## src/rtl/meas_pkg.sv

```systemverilog
// Shared definitions for the measurement frame scheduler: packet geometry,
// result-word field positions, FSM state encoding and the packet checksum.
package meas_pkg;

    localparam int FRAME_BYTES = 7;
    localparam logic [7:0] DEF_SYNC_BYTE = 8'hA5;
    localparam int RESR_MSB = 31;
    localparam int RGS_MSB = 15;

    typedef enum logic [2:0] {
        IDLE  = 3'd0,
        LOAD  = 3'd1,
        ISSUE = 3'd2,
        HOLD  = 3'd3,
        DRAIN = 3'd4
    } state_e;

    function automatic logic [7:0] frame_checksum(input logic [7:0] ch_byte,
                                                  input logic [31:0] word);
        return ch_byte + word[31:24] + word[23:16] + word[15:8] + word[7:0];
    endfunction

endpackage

```

## src/rtl/meas_rr_arbiter.sv

```systemverilog
// Round-robin arbiter: picks the first pending channel at or after the
// pointer (wrapping) and moves the pointer past each accepted grant.
module meas_rr_arbiter #(
    parameter int NUM_CH = 2,
    parameter int CH_W   = 3
) (
    input  logic              clk,
    input  logic              rst_n,
    input  logic [NUM_CH-1:0] i_pending,
    input  logic              i_advance,
    output logic [CH_W-1:0]   o_grant,
    output logic              o_grant_valid
);

    logic [CH_W-1:0] r_ptr;
    logic [CH_W:0]   w_dist;
    logic [CH_W:0]   w_best;
    logic            w_take_j;

    // Smallest wrap-around distance from the pointer wins the grant.
    always_comb begin
        o_grant       = {CH_W{1'b0}};
        o_grant_valid = 1'b0;
        w_best        = (CH_W+1)'(NUM_CH);
        w_dist        = {(CH_W+1){1'b0}};
        w_take_j      = 1'b0;
        for (int j = 0; j < NUM_CH; j++) begin
            w_dist = (CH_W'(j) >= r_ptr) ? ((CH_W+1)'(j) - {1'b0, r_ptr})
                                         : ((CH_W+1)'(j + NUM_CH) - {1'b0, r_ptr});
            w_take_j      = i_pending[j] && (w_dist < w_best);
            w_best        = w_take_j ? w_dist : w_best;
            o_grant       = w_take_j ? CH_W'(j) : o_grant;
            o_grant_valid = o_grant_valid | w_take_j;
        end
    end

    // Pointer update on an accepted grant.
    always_ff @(posedge clk) begin
        if (!rst_n) begin
            r_ptr <= {CH_W{1'b0}};
        end else if (i_advance) begin
            r_ptr <= (o_grant == CH_W'(NUM_CH-1)) ? {CH_W{1'b0}} : (o_grant + CH_W'(1));
        end else begin
            r_ptr <= r_ptr;
        end
    end

endmodule

```

## src/rtl/meas_frame_scheduler.sv

```systemverilog
// Multiplexes per-channel 32-bit measurement results onto one byte-serial
// uplink as framed, checksummed 7-byte packets with round-robin fairness.
module meas_frame_scheduler
    import meas_pkg::*;
#(
    parameter int         NUM_CH    = 2,
    parameter logic [7:0] SYNC_BYTE = DEF_SYNC_BYTE,
    parameter int         CH_W      = 3
) (
    input  logic                CLOCK_50M,
    input  logic                RST_n,
    input  logic [NUM_CH-1:0]   iFrame_Valid,
    input  logic [32*NUM_CH-1:0] iFrame_Data,
    input  logic                iEnable,
    input  logic                iTx_Busy,
    output logic                oTx_Start,
    output logic [7:0]          oTx_Data,
    output logic                oBusy,
    output logic [CH_W-1:0]     oActive_Ch,
    output logic [15:0]         oOverrun_Count
);

    localparam int PKT_W = 8 * FRAME_BYTES;

    state_e            r_state;
    logic [31:0]       r_slot [NUM_CH];
    logic [NUM_CH-1:0] r_pending;
    logic [CH_W-1:0]   r_grant;
    logic [PKT_W-1:0]  r_pkt;
    logic [2:0]        r_idx;
    logic              r_tx_start;
    logic [7:0]        r_tx_data;
    logic              r_busy;
    logic [CH_W-1:0]   r_active_ch;
    logic [15:0]       r_ovr_cnt;

    logic [CH_W-1:0]   w_grant;
    logic              w_grant_valid;
    logic              w_take;
    logic              w_load;
    logic [NUM_CH-1:0] w_hit;
    logic [NUM_CH-1:0] w_pend_nxt;
    logic [31:0]       w_load_word;
    logic [3:0]        w_ovr_inc;
    logic [16:0]       w_ovr_sum;
    logic [7:0]        w_ch_byte;

    assign w_take    = (r_state == IDLE) && iEnable && w_grant_valid;
    assign w_load    = (r_state == LOAD);
    assign w_ch_byte = 8'(r_grant);
    assign w_ovr_sum = {1'b0, r_ovr_cnt} + 17'(w_ovr_inc);

    meas_rr_arbiter #(
        .NUM_CH (NUM_CH),
        .CH_W   (CH_W)
    ) u_arb (
        .clk           (CLOCK_50M),
        .rst_n         (RST_n),
        .i_pending     (r_pending),
        .i_advance     (w_take),
        .o_grant       (w_grant),
        .o_grant_valid (w_grant_valid)
    );

    // A capture landing on the slot being loaded re-arms it instead of overrunning.
    always_comb begin
        w_hit       = {NUM_CH{1'b0}};
        w_pend_nxt  = r_pending;
        w_load_word = 32'h0000_0000;
        w_ovr_inc   = 4'd0;
        for (int k = 0; k < NUM_CH; k++) begin
            w_hit[k]      = w_load && (r_grant == CH_W'(k));
            w_load_word   = w_load_word | ({32{w_hit[k]}} & r_slot[k]);
            w_pend_nxt[k] = iFrame_Valid[k] | (r_pending[k] & ~w_hit[k]);
            w_ovr_inc     = w_ovr_inc + 4'(iFrame_Valid[k] & r_pending[k] & ~w_hit[k]);
        end
    end

    // Holding slots.
    always_ff @(posedge CLOCK_50M) begin
        for (int k = 0; k < NUM_CH; k++) begin
            if (!RST_n) begin
                r_slot[k] <= 32'h0000_0000;
            end else if (iFrame_Valid[k]) begin
                r_slot[k] <= iFrame_Data[32*k +: 32];
            end else begin
                r_slot[k] <= r_slot[k];
            end
        end
    end

    // Packet FSM, pending flags and overrun counter.
    always_ff @(posedge CLOCK_50M) begin
        if (!RST_n) begin
            r_state     <= IDLE;
            r_pending   <= {NUM_CH{1'b0}};
            r_grant     <= {CH_W{1'b0}};
            r_pkt       <= {PKT_W{1'b0}};
            r_idx       <= 3'd0;
            r_tx_start  <= 1'b0;
            r_tx_data   <= 8'h00;
            r_busy      <= 1'b0;
            r_active_ch <= {CH_W{1'b0}};
            r_ovr_cnt   <= 16'h0000;
        end else begin
            r_pending  <= w_pend_nxt;
            r_ovr_cnt  <= w_ovr_sum[16] ? 16'hFFFF : w_ovr_sum[15:0];
            r_tx_start <= 1'b0;
            case (r_state)
                IDLE: begin
                    if (w_take) begin
                        r_grant <= w_grant;
                        r_state <= LOAD;
                    end else begin
                        r_state <= IDLE;
                    end
                end
                LOAD: begin
                    r_pkt <= {SYNC_BYTE, w_ch_byte,
                              w_load_word[RESR_MSB -: 8], w_load_word[RESR_MSB-8 -: 8],
                              w_load_word[RGS_MSB -: 8], w_load_word[RGS_MSB-8 -: 8],
                              frame_checksum(w_ch_byte, w_load_word)};
                    r_active_ch <= r_grant;
                    r_busy      <= 1'b1;
                    r_idx       <= 3'd0;
                    r_state     <= ISSUE;
                end
                ISSUE: begin
                    if (!iTx_Busy) begin
                        r_tx_start <= 1'b1;
                        r_tx_data  <= r_pkt[PKT_W-1 -: 8];
                        r_pkt      <= {r_pkt[PKT_W-9:0], 8'h00};
                        r_state    <= HOLD;
                    end else begin
                        r_state <= ISSUE;
                    end
                end
                // The transmitter raises busy one cycle late, so skip sampling it here.
                HOLD: begin
                    r_state <= DRAIN;
                end
                DRAIN: begin
                    if (iTx_Busy) begin
                        r_state <= DRAIN;
                    end else if (r_idx == 3'(FRAME_BYTES-1)) begin
                        r_busy  <= 1'b0;
                        r_state <= IDLE;
                    end else begin
                        r_idx   <= r_idx + 3'd1;
                        r_state <= ISSUE;
                    end
                end
                default: begin
                    r_state <= IDLE;
                end
            endcase
        end
    end

    assign oTx_Start      = r_tx_start;
    assign oTx_Data       = r_tx_data;
    assign oBusy          = r_busy;
    assign oActive_Ch     = r_active_ch;
    assign oOverrun_Count = r_ovr_cnt;

endmodule

```

## config.mk

```make
export PLATFORM = sky130hd
export DESIGN_NAME = meas_frame_scheduler
export DESIGN_NICKNAME = d
export VERILOG_FILES = /design/src/rtl/meas_pkg.sv /design/src/rtl/meas_rr_arbiter.sv /design/src/rtl/meas_frame_scheduler.sv
export SDC_FILE = /design/constraint.sdc
export NUM_CORES = 1
export LEC_CHECK = 0
export CELL_PAD_IN_SITES_DETAIL_PLACEMENT = 0
export CELL_PAD_IN_SITES_GLOBAL_PLACEMENT = 1
export CORE_MARGIN = 5
export CORE_UTILIZATION = 45
export DETAILED_ROUTE_END_ITERATION = 8
export PLACE_DENSITY_LB_ADDON = 0.1
export SLEW_MARGIN = 20
export SYNTH_ARGS = -nofsm -noshare
export SYNTH_HDL_FRONTEND = slang
export SYNTH_SLANG_ARGS = --single-unit
```

## constraint.sdc

```tcl
create_clock -name CLOCK_50M -period 5.95 [get_ports CLOCK_50M]
set_input_delay 0.595 -clock CLOCK_50M [delete_from_list [all_inputs] [get_ports CLOCK_50M]]
set_output_delay 0.595 -clock CLOCK_50M [all_outputs]
set_load 0.005 [all_outputs]
```

# [Yosys cells after proc, flatten, opt, wreduce, memory -nomap -nowiden]
# Memory sizes are Yosys's and may differ from the RTL's.
# Index checks and enable logic that the tools add are counted.
[word_totals] mem_bits_rw=64 out_inout_bits=29 word_cells=113 latch_bits=0 inputBits=70 rom_bits=0 register_bits=99 mem_count=1
[classes] n_shift=0 n_addsub=12 n_div=0 eq_ne=11 n_lt_le_gt_ge=4 reduce_logical=16 n_mul=0 n_mux=37 bitwise_logic=21
[mem_list] name="r_slot" depth=2 width=32 read_ports=2 rd_ports_with_merged_regs=0 wr=2 line_no="meas_frame_scheduler.sv:26" source="logic [31:0] r_slot [NUM_CH];"
[ops] op="two-way mux 32 bit" count=4
[ops] op="one-hot mux 56 bit (2 select lines)" count=1
[ops] op="AND 32 bit" count=2
[ops] op="two-way mux 56 bit" count=1
[ops] op="OR 32 bit" count=1
[ops] op="adder 8 bit" count=3
[ops] op="two-way mux 1 bit" count=19
[ops] op="adder 16 x 4 -> 17 bit" count=1
[ops] op="two-way mux 16 bit" count=1
[ops] op="one-hot mux 3 bit (5 select lines)" count=1
[ops] op="two-way mux 3 bit" count=4
[ops] op="two-way mux 4 bit" count=3
[ops] op="equality test 3 x 1 -> 1 bit, second input constant" count=3
[ops] op="adder 3 x 8 -> 8 bit" count=1
[ops] op="AND 1 x 4 -> 4 bit" count=2
[ops] op="!= test 2 bit, second input constant" count=4
[ops] op="NOT 1 -> 4 bit" count=2
[ops] op="AND reduction 2 bit" count=4
[ops] op="subtractor 1 x 3 -> 4 bit, first input constant" count=2
[ops] op="subtractor 2 x 3 -> 4 bit, first input constant" count=2
[ops] op="OR 1 bit" count=7
[ops] op="adder 3 x 1 -> 3 bit, second input constant" count=2
[ops] op="equality test 3 x 2 -> 1 bit, second input constant" count=2
[ops] op="equality test 3 bit, second input constant" count=2
[ops] op="other kinds (13)" count=27

# [Longest topological paths before layout]
# Gate-level depths: netlist of the first run.
[depth] word_depth=11 ltp_mapped=15 ltp_nobuf=13

# [Hierarchy]
# From an unflattened synthesis of the first run, not the netlist that was laid out.
[hier_totals] cells_unflattened=715 area_unflattened_um2=7487.2
[by_module_without_submodules] module="meas_frame_scheduler" area_per_inst_um2=7353.3 instances=1 cells_per_inst=698 seq_area_each_um2=3843.7
[by_module_without_submodules] module="meas_rr_arbiter" area_per_inst_um2=133.9 instances=1 cells_per_inst=17 seq_area_each_um2=20.0

# [Worst setup path after synthesis of the first run]
# OpenSTA, ideal clock, no wires.
[synth_timing] path_kind="register -> register" start="reg r_state[0]" end="reg r_pkt[7]" stages_incl_launch_ff=15 t_required_ps=5824 n_path_buf=2 synth_period_minus_slack_ps=3838 slack_ps=2112 setup_time_ps=126 t_arrival_ps=3713 cell_sequence="dfxtp_1 > or3b_1 > buf_6 > clkbuf_1 > nor2_1 > fa_1 > fa_1 > ha_1 > fa_1 > a211oi_1 > o21bai_1 > a21oi_1 > xnor3_1 > a22oi_1 > nor2_2"
[synth_via] elab_chain_len=9 elab_cells_between_ends=15 cone_classes="add/sub (4); eq/ne (3); mux (1); bitwise (3); reduce/logical (4)"
[synth_rtl] element="start: declaration" line_no="meas_frame_scheduler.sv:25" source="state_e r_state;"
[synth_rtl] element="start signal: assignment" line_no="meas_frame_scheduler.sv:95" source="r_state <= IDLE;"
[synth_rtl] element="start signal: assignment" line_no="meas_frame_scheduler.sv:113" source="r_state <= LOAD;"
[synth_rtl] element="start signal: assignment" line_no="meas_frame_scheduler.sv:115" source="r_state <= IDLE;"
[synth_rtl] element="equality test 3 x 1 -> 1 bit" line_no="meas_frame_scheduler.sv:49, meas_frame_scheduler.sv:109"
[synth_rtl] element="logical AND 1 bit" line_no="meas_frame_scheduler.sv:72" source="w_hit[k] = w_load && (r_grant == CH_W'(k));"
[synth_rtl] element="AND 32 bit" line_no="meas_frame_scheduler.sv:73" source="w_load_word = w_load_word | ({32{w_hit[k]}} & r_slot[k]);"
[synth_rtl] element="OR 32 bit" line_no="meas_frame_scheduler.sv:73"
[synth_rtl] element="adder 3 x 8 -> 8 bit" line_no="meas_pkg.sv:20" source="return ch_byte + word[31:24] + word[23:16] + word[15:8] + word[7:0];"
[synth_rtl] element="adder 8 bit (3 in a row)" line_no="meas_pkg.sv:20"
[synth_rtl] element="one-hot mux 56 bit (2 select lines)" line_no="meas_frame_scheduler.sv:109" source="case (r_state)"
[synth_rtl] element="end signal: assignment" line_no="meas_frame_scheduler.sv:98" source="r_pkt <= {PKT_W{1'b0}};"
[synth_rtl] element="end signal: assignment" line_no="meas_frame_scheduler.sv:119" source="r_pkt <= {SYNC_BYTE, w_ch_byte,"
[synth_rtl] element="end signal: assignment" line_no="meas_frame_scheduler.sv:132" source="r_pkt <= {r_pkt[PKT_W-9:0], 8'h00};"
[synth_rtl] element="end: declaration" line_no="meas_frame_scheduler.sv:29" source="logic [PKT_W-1:0] r_pkt;"
# Several ways; a longest one is shown, not always the timed one.
# A chain may end at the register's enable or synchronous reset.

# [Final worst setup path of the first run]
[layout_timing] start="reg r_state[2]" end="reg r_pkt[7]"
# The elaborated chain is that of the path after synthesis.

==> results of run 1 <==
## sequential cells by signal, indices dropped and copies added, names as in the netlist, 2 cells and up
name,count
r_slot,64
r_pkt,56
oOverrun_Count,16
oTx_Data,8
r_idx,3
r_state,3
r_pending,2
## layer usage
metal | routed length (um) | share of wire (%) | GRT usage, %
met5 | 0 | 0 | 0
met4 | 181 | 1.1 | 5.322
met3 | 1168 | 6.9 | 5.735
met2 | 7328 | 44 | 27.93
met1 | 8127 | 48 | 26.79
## cells by family after synthesis
family	after synthesis	share of synthesized area, %
and+or+nand+nor	291	19.60
DFF	157	52.17
adders and majority gates	29	6.660
xor gates and xnor gates	21	2.726
AOI/OAI and AO/OA	104	9.041
other	2	0.1036
buffers and inverters	81	4.814
muxes	34	4.883
## cell type report
| type | count | share of cell area (%) |
|---|---|---|
| multi-input cells | 484 | 35.20 |
| clock buffers | 22 | 5.359 |
| well taps | 216 | 3.022 |
| inverters | 32 | 1.343 |
| clock inverters | 10 | 1.245 |
| repair buffers | 105 | 11.50 |
| flip-flops and latches | 157 | 42.33 |
## synthesized netlist by cell type (all sizes together), types with 2 or more instances
cell     n
dfxtp   93
mux2i   23
xor2    11
edfxtp  64
o21ai    7
nor3    36
a22oi    6
nand2   54
o21bai   2
a221oi   2
buf     19
and2    35
xnor2    9
nor2    88
fa      16
a211oi  23
and3    36
nand3b   5
nor3b    2
inv     32
a21oi   49
or2      2
clkbuf  30
a21o     2
nand3   23
nand2b   3
ha      13
mux2    11
a311oi   9
conb     2
nor2b    2
## path summary, 6_finish.rpt
kind                     to  slack (ps)  cells after the start
hold reg to reg   r_pkt[46]         450                      2
setup / recovery   r_pkt[7]        1630                     14
hold / removal    r_pkt[46]         450                      2
setup reg to reg   r_pkt[7]        1630                     14
## report_power, final
| group | switching [W] | leakage, nW | internal, W |
|---|---|---|---|
| sequential | 0.0000429 | 1.44 | 0.00120 |
| combinational | 0.000162 | 1.60 | 0.000139 |
| clock | 0.000423 | 0.286 | 0.000657 |
## critical path: stages, from the launching register on
cell      delay [ps]
dfxtp_1          630
or3b_1           650
buf_4            300
nor2_1           100
fa_1             540
inv_1             60
fa_1             490
inv_1             50
ha_1             340
a211oi_1         310
o21bai_1         110
a21oi_1          160
xnor3_1          220
a22oi_1          170
nor2_2            40
## cells in the final DEF (no fill, tap or decap), drive strengths merged, types with 11 or more instances in the layout
master | netlist | routed
clkdlybuf4s50 | 0 | 96
dfxtp | 93 | 93
nor2 | 88 | 88
edfxtp | 64 | 64
nand2 | 54 | 54
a21oi | 49 | 49
and3 | 36 | 36
nor3 | 36 | 36
and2 | 35 | 35
inv | 32 | 33
mux2i | 23 | 23
nand3 | 23 | 23
a211oi | 23 | 23
clkbuf | 30 | 22
fa | 16 | 16
ha | 13 | 13
mux2 | 11 | 11
xor2 | 11 | 11
## metrics by stage
stage | setup slack (ps) | utilization [%] | power, W
3_3_place_gp | 1747 | 52.77 | 0.001562
3_5_place_dp | 1659 | 52.77 | 0.001567
4_1_cts | 1621 | 56.50 | 0.002652
6_report | 1627 | 56.50 | 0.002622
5_1_grt | 1266 | 56.50 | 0.002733
2_1_floorplan | 2112 | - | 0.001451
==> run_results.csv, run 1 <==
group,metric,value,unit
status,status,"complete, no violations",
flow_run,max-cap-violations,0,
synthesis,synth_edf_count,64,
worst_setup_path,crit_required,6230,ps
grt,grt_max_degree,71,
cells_and_area,area_growth,23.31,%
pwr,vdd_drop_max,0.1962,mV
sta,fmax,0.2313,GHz
grt,antenna_found_initial,0,
synthesis,synth_area,0.007252,mm^2
clock_tree,cts-root-buf,"clkbuf_16",
grt,gr-usage-all-layers,18.86,%
pwr,power_density,293.2,mW/mm^2
clock_tree,cts_resized,0,
grt,grt_remaining_overflow,0,
synthesis,yosysSeqAreaShare,52.17,%
cells_and_area,drive_above_1_share,7.160,%
synthesis,async_flop_share,0,%
grt,grt_pass1_wl,27390,um
die,rows,46,
synthesis,synthTopCellsByArea,"edfxtp_1, dfxtp_1, fa_1",
die,die_h,136.9,um
sta,hold_viol,0,
drt,wl,16810,um
synthesis,yosysWarnings,0,
sta,report.final.slew_viol_count,0,
synthesis,synth_area_leader_cell,"edfxtp_1",
synthesis,synthCells,719,
drt,drc_errors,0,
worst_setup_path,crit_fanout,16,
clock_tree,clock_path_buffers,2,
die,die_area,0.01875,mm^2
worst_hold_path,hp-class,"reg -> reg",
sta,skew,9.390,ps
synthesis,synth_seq_cells,157,
worst_setup_path,r2r-start,"r_state[2]",
synthesis,synth_flop_cell,"dfxtp_1",
cells_and_area,multi_input_area,0.003148,mm^2
clock_tree,holdBufCountCts,0,
sta,finalSetupViolCount,0,
sta,tns,0,ps
worst_setup_path,start_kind,"register",
place,placed_area,0.008352,mm^2
clock_tree,cts_setup_buffers,0,
synthesis,syn_area_per_cell,10.09,um^2
die,core_area,0.01583,mm^2
place,dp_cells,994,
sta,holdWs,454.5,ps
place,portBuffers,96,
pwr,leakagePower,3.329,nW
synthesis,synth_top_area_share,26.50,%
drt,drt_iter0_markers,332,
cells_and_area,final_cell_count_no_fill,1026,
drt,vias_per_cell,5.211,
sta,period_minus_slack,4323,ps
cells_and_area,register_area,0.003785,mm^2
clock_tree,htreeDepth,4,
drt,drt-wirelength-per-cell,16.38,um
grt,grt_pass1_vias,5300,
sta,rsz0062_at_grt,"no",
drt,via_count,5346,
synthesis,synthDistinctLibCells,47,
cells_and_area,final.fill_count,1368,
worst_setup_path,end_kind,"register",
die,ioPinCount,99,
cells_and_area,antennaDiodeCount,0,
worst_setup_path,crit_path_start,"r_state[2]",
cells_and_area,final_nets,896,
clock_tree,path_clk_slew,60,ps
clock_tree,insertion_delay,420,ps
sta,fin_crit_sh,72.65,%
clock_tree,cts.sinks,157,
clock_tree,cts_inserted_buffers,17,
worst_setup_path,crit_arrival,4600,ps
drt,drtAntennaViolNets,0,
worst_hold_path,hold_start,"r_pkt[46]",
die,initial_core_util,45.82,%
drt,dr.pass1.iters,5,
sta,slew_headroom,33.41,%
cells_and_area,stdcell_area,0.008942,mm^2
die,die_w,136.9,um
clock_tree,cts_tree,"done",
worst_setup_path,path_class,"reg -> reg",
place,place_congestion,0.8150,
sta,tightestPinTransition,998.9,ps
place,hpwl,11620,um
Power figures use the tool's default switching activity.
==> run 2: changes to the inputs <==
CORE_UTILIZATION = 39   (was 45)
clock period = 3.5 ns   (was 5.95 ns; I/O delays follow)
==> run 2 against run 1 <==
Effect of this change: cell count increased by 5.7%; critical path type unchanged; critical endpoint unchanged; sequential share of layout area decreased by 2.3 points; via count rose by 1.3%; worst hold slack improved by 0.60 ps; clock skew increased by 0.70 ps; count of clock-buffer cells in the layout did not move.
==> run_results.csv, run 2 (synthesized netlist as in run 1, its figures left out) <==
group,metric,value,unit
status,status,"complete, no violations",
sta,tns,0,ps
die,die_area,0.02142,mm^2
cells_and_area,final_common_cell,"clkdlybuf4s50_1",
grt,use_met3,4.059,%
die,ioPinCount,99,
drt,dr.pass1.iters,4,
place,placed_area,0.008741,mm^2
grt,top_usage_layer,"met2",
place,portBuffers,96,
sta,report.final.slew_viol_count,0,
worst_setup_path,crit_fanout,6,
grt,use_met1,22.92,%
flow_run,max-cap-violations,0,
pwr,power_density,469.6,mW/mm^2
sta,fmax,0.2863,GHz
clock_tree,cts.sinks,157,
sta,finalSetupViolCount,0,
sta,skew,10.09,ps
grt,gr-usage-all-layers,16.85,%
drt,drc_errors,0,
drt,drt-wirelength-per-cell,16.04,um
pwr,internal-power,0.003337,W
worst_setup_path,crit_arrival,3800,ps
sta,tightestPinTransition,929.8,ps
worst_setup_path,end_kind,"register",
sta,hold_viol,0,
sta,fin_crit_sh,99.81,%
clock_tree,path_clk_slew,60,ps
grt,antenna_found_initial,0,
drt,drt_iter0_markers,227,
clock_tree,cts_inserted_buffers,17,
die,rows,49,
die,die_w,146.4,um
grt,grt_remaining_overflow,0,
pwr,p_clk_share,39.1,%
cells_and_area,antennaDiodeCount,0,
sta,rsz0062_at_grt,"yes",
cells_and_area,final_cell_count_no_fill,1084,
cells_and_area,mostFrequentLayoutCells,"clkdlybuf4s50_1, dfxtp_1, nor2_1",
die,die_h,146.4,um
cells_and_area,final_nets,941,
grt,use_met2,26.74,%
drt,drtAntennaViolNets,0,
worst_setup_path,path_class,"reg -> reg",
place,hpwl,12570,um
grt,grt_pass1_vias,5791,
clock_tree,cts-root-buf,"clkbuf_16",
clock_tree,htreeDepth,4,
place,dp_cells,1045,
pwr,seqPwrFrac,47.1,%
grt,grt_max_degree,53,
pwr,vdd_drop_max,0.3247,mV
worst_hold_path,hp-class,"reg -> reg",
cells_and_area,stdcell_area,0.009474,mm^2
grt,grt_pass1_wl,29170,um
drt,wl,17390,um
worst_setup_path,cp_common_cell,"fa_1",
worst_setup_path,slowest_delay,480,ps
drt,via_count,5413,
pwr,switching_power,0.001112,W
cells_and_area,regMostFlops,"r_slot",
cells_and_area,area_growth,30.64,%
clock_tree,clock_path_buffers,2,
worst_setup_path,slowest_stage,"or3b_4",
worst_setup_path,start_kind,"register",
die,core_area,0.01815,mm^2
drt,vias_per_cell,4.994,
clock_tree,holdBufCountCts,0,
pwr,leakagePower,3.587,nW
die,initial_core_util,39.96,%
clock_tree,insertion_delay,430,ps
clock_tree,cts_tree,"done",
sta,period_minus_slack,3493,ps
worst_setup_path,reg2reg_slack,7,ps
cells_and_area,drive_above_1_share,15.44,%
pwr,swShare,25.00,%
worst_setup_path,path_cells,"or3b_4, nor2_4, fa_1, fa_1, ha_2, fa_2, a211oi_2, o21bai_1, a21oi_2, xnor3_1, a22oi_2, nor2_2",
sta,slew_headroom,38.02,%
worst_setup_path,crit_required,3810,ps
pwr,p_comb_share,13.8,%
pwr,power,0.004449,W
cells_and_area,largest_register_ffs,64,
place,place_congestion,0.8516,
-- run 2: cell types whose count changed in the layout (fill, tap and decap cells not counted), sizes merged --
cell           delta
clkinv            -1
inv               +3
clkinvlp          -1
buf              +46
bufinv            -1
clkdlybuf4s50     -1
-- run 2: stage by stage --
stage	utilization, %	setup WS (ps)	hold WS, ps
3_5_place_dp	48.17	-219.4	446.4
3_3_place_gp	48.17	-119.0	440.6
2_1_floorplan	-	-65.90	428.8
5_1_grt	52.21	-154.5	464.0
4_1_cts	51.68	-23.80	455.4
6_report	52.21	6.614	455.1
-- run 2: timing repair --
action	in CTS	in global routing
endpoints found under the setup margin	2	16
setup buffers	1	6
pin swaps	2	6
resized for setup	23	10
-- run 2: worst max-delay path, delay by kind of cell, from the launching register on --
kind                       cells  cell delay (ps)
AOI/OAI and AO/OA              4              650
xor gates and xnor gates       1              240
and+or+nand+nor                3              670
adders and majority gates      4             1510
DFF                            1              310
-- run 2: worst paths after layout --
path                                 start   endpoint  depth (start not counted)
worst max-delay path            r_state[2]   r_pkt[7]                         12
worst min-delay path             r_pkt[41]  r_pkt[41]                          2
worst max register to register  r_state[2]   r_pkt[7]                         12
worst min register to register   r_pkt[41]  r_pkt[41]                          2
-- run 2: area by class of cell --
type | instances | area [um^2]
Fill cell | 1643 | 8673
Sequential cell | 157 | 3787
Multi-Input combinational cell | 484 | 3283
Timing Repair Buffer | 150 | 1453
Clock buffer | 22 | 455.4
Tap cell | 229 | 286.5
Inverter | 32 | 120.1
Clock inverter | 10 | 88.84
-- run 2: layer usage --
| layer | vias to the layer above | part of all wire [%] |
|---|---|---|
| met4 | 0 | 1.4 |
| met3 | 16 | 3.7 |
| met1 | 2586 | 49 |
| met2 | 91 | 46 |
| met5 | - | 0 |
| li1 | 2720 | - |
-- run 2: power by group through the flow --
stage	sequential, W	combinational (W)	clock, W
finish	0.00210	0.000614	0.00174
global route	0.00211	0.000688	0.00186
CTS	0.00210	0.000606	0.00178
detailed placement	0.00213	0.000586	0
global placement	0.00213	0.000579	0
floorplan	0.00212	0.000361	0
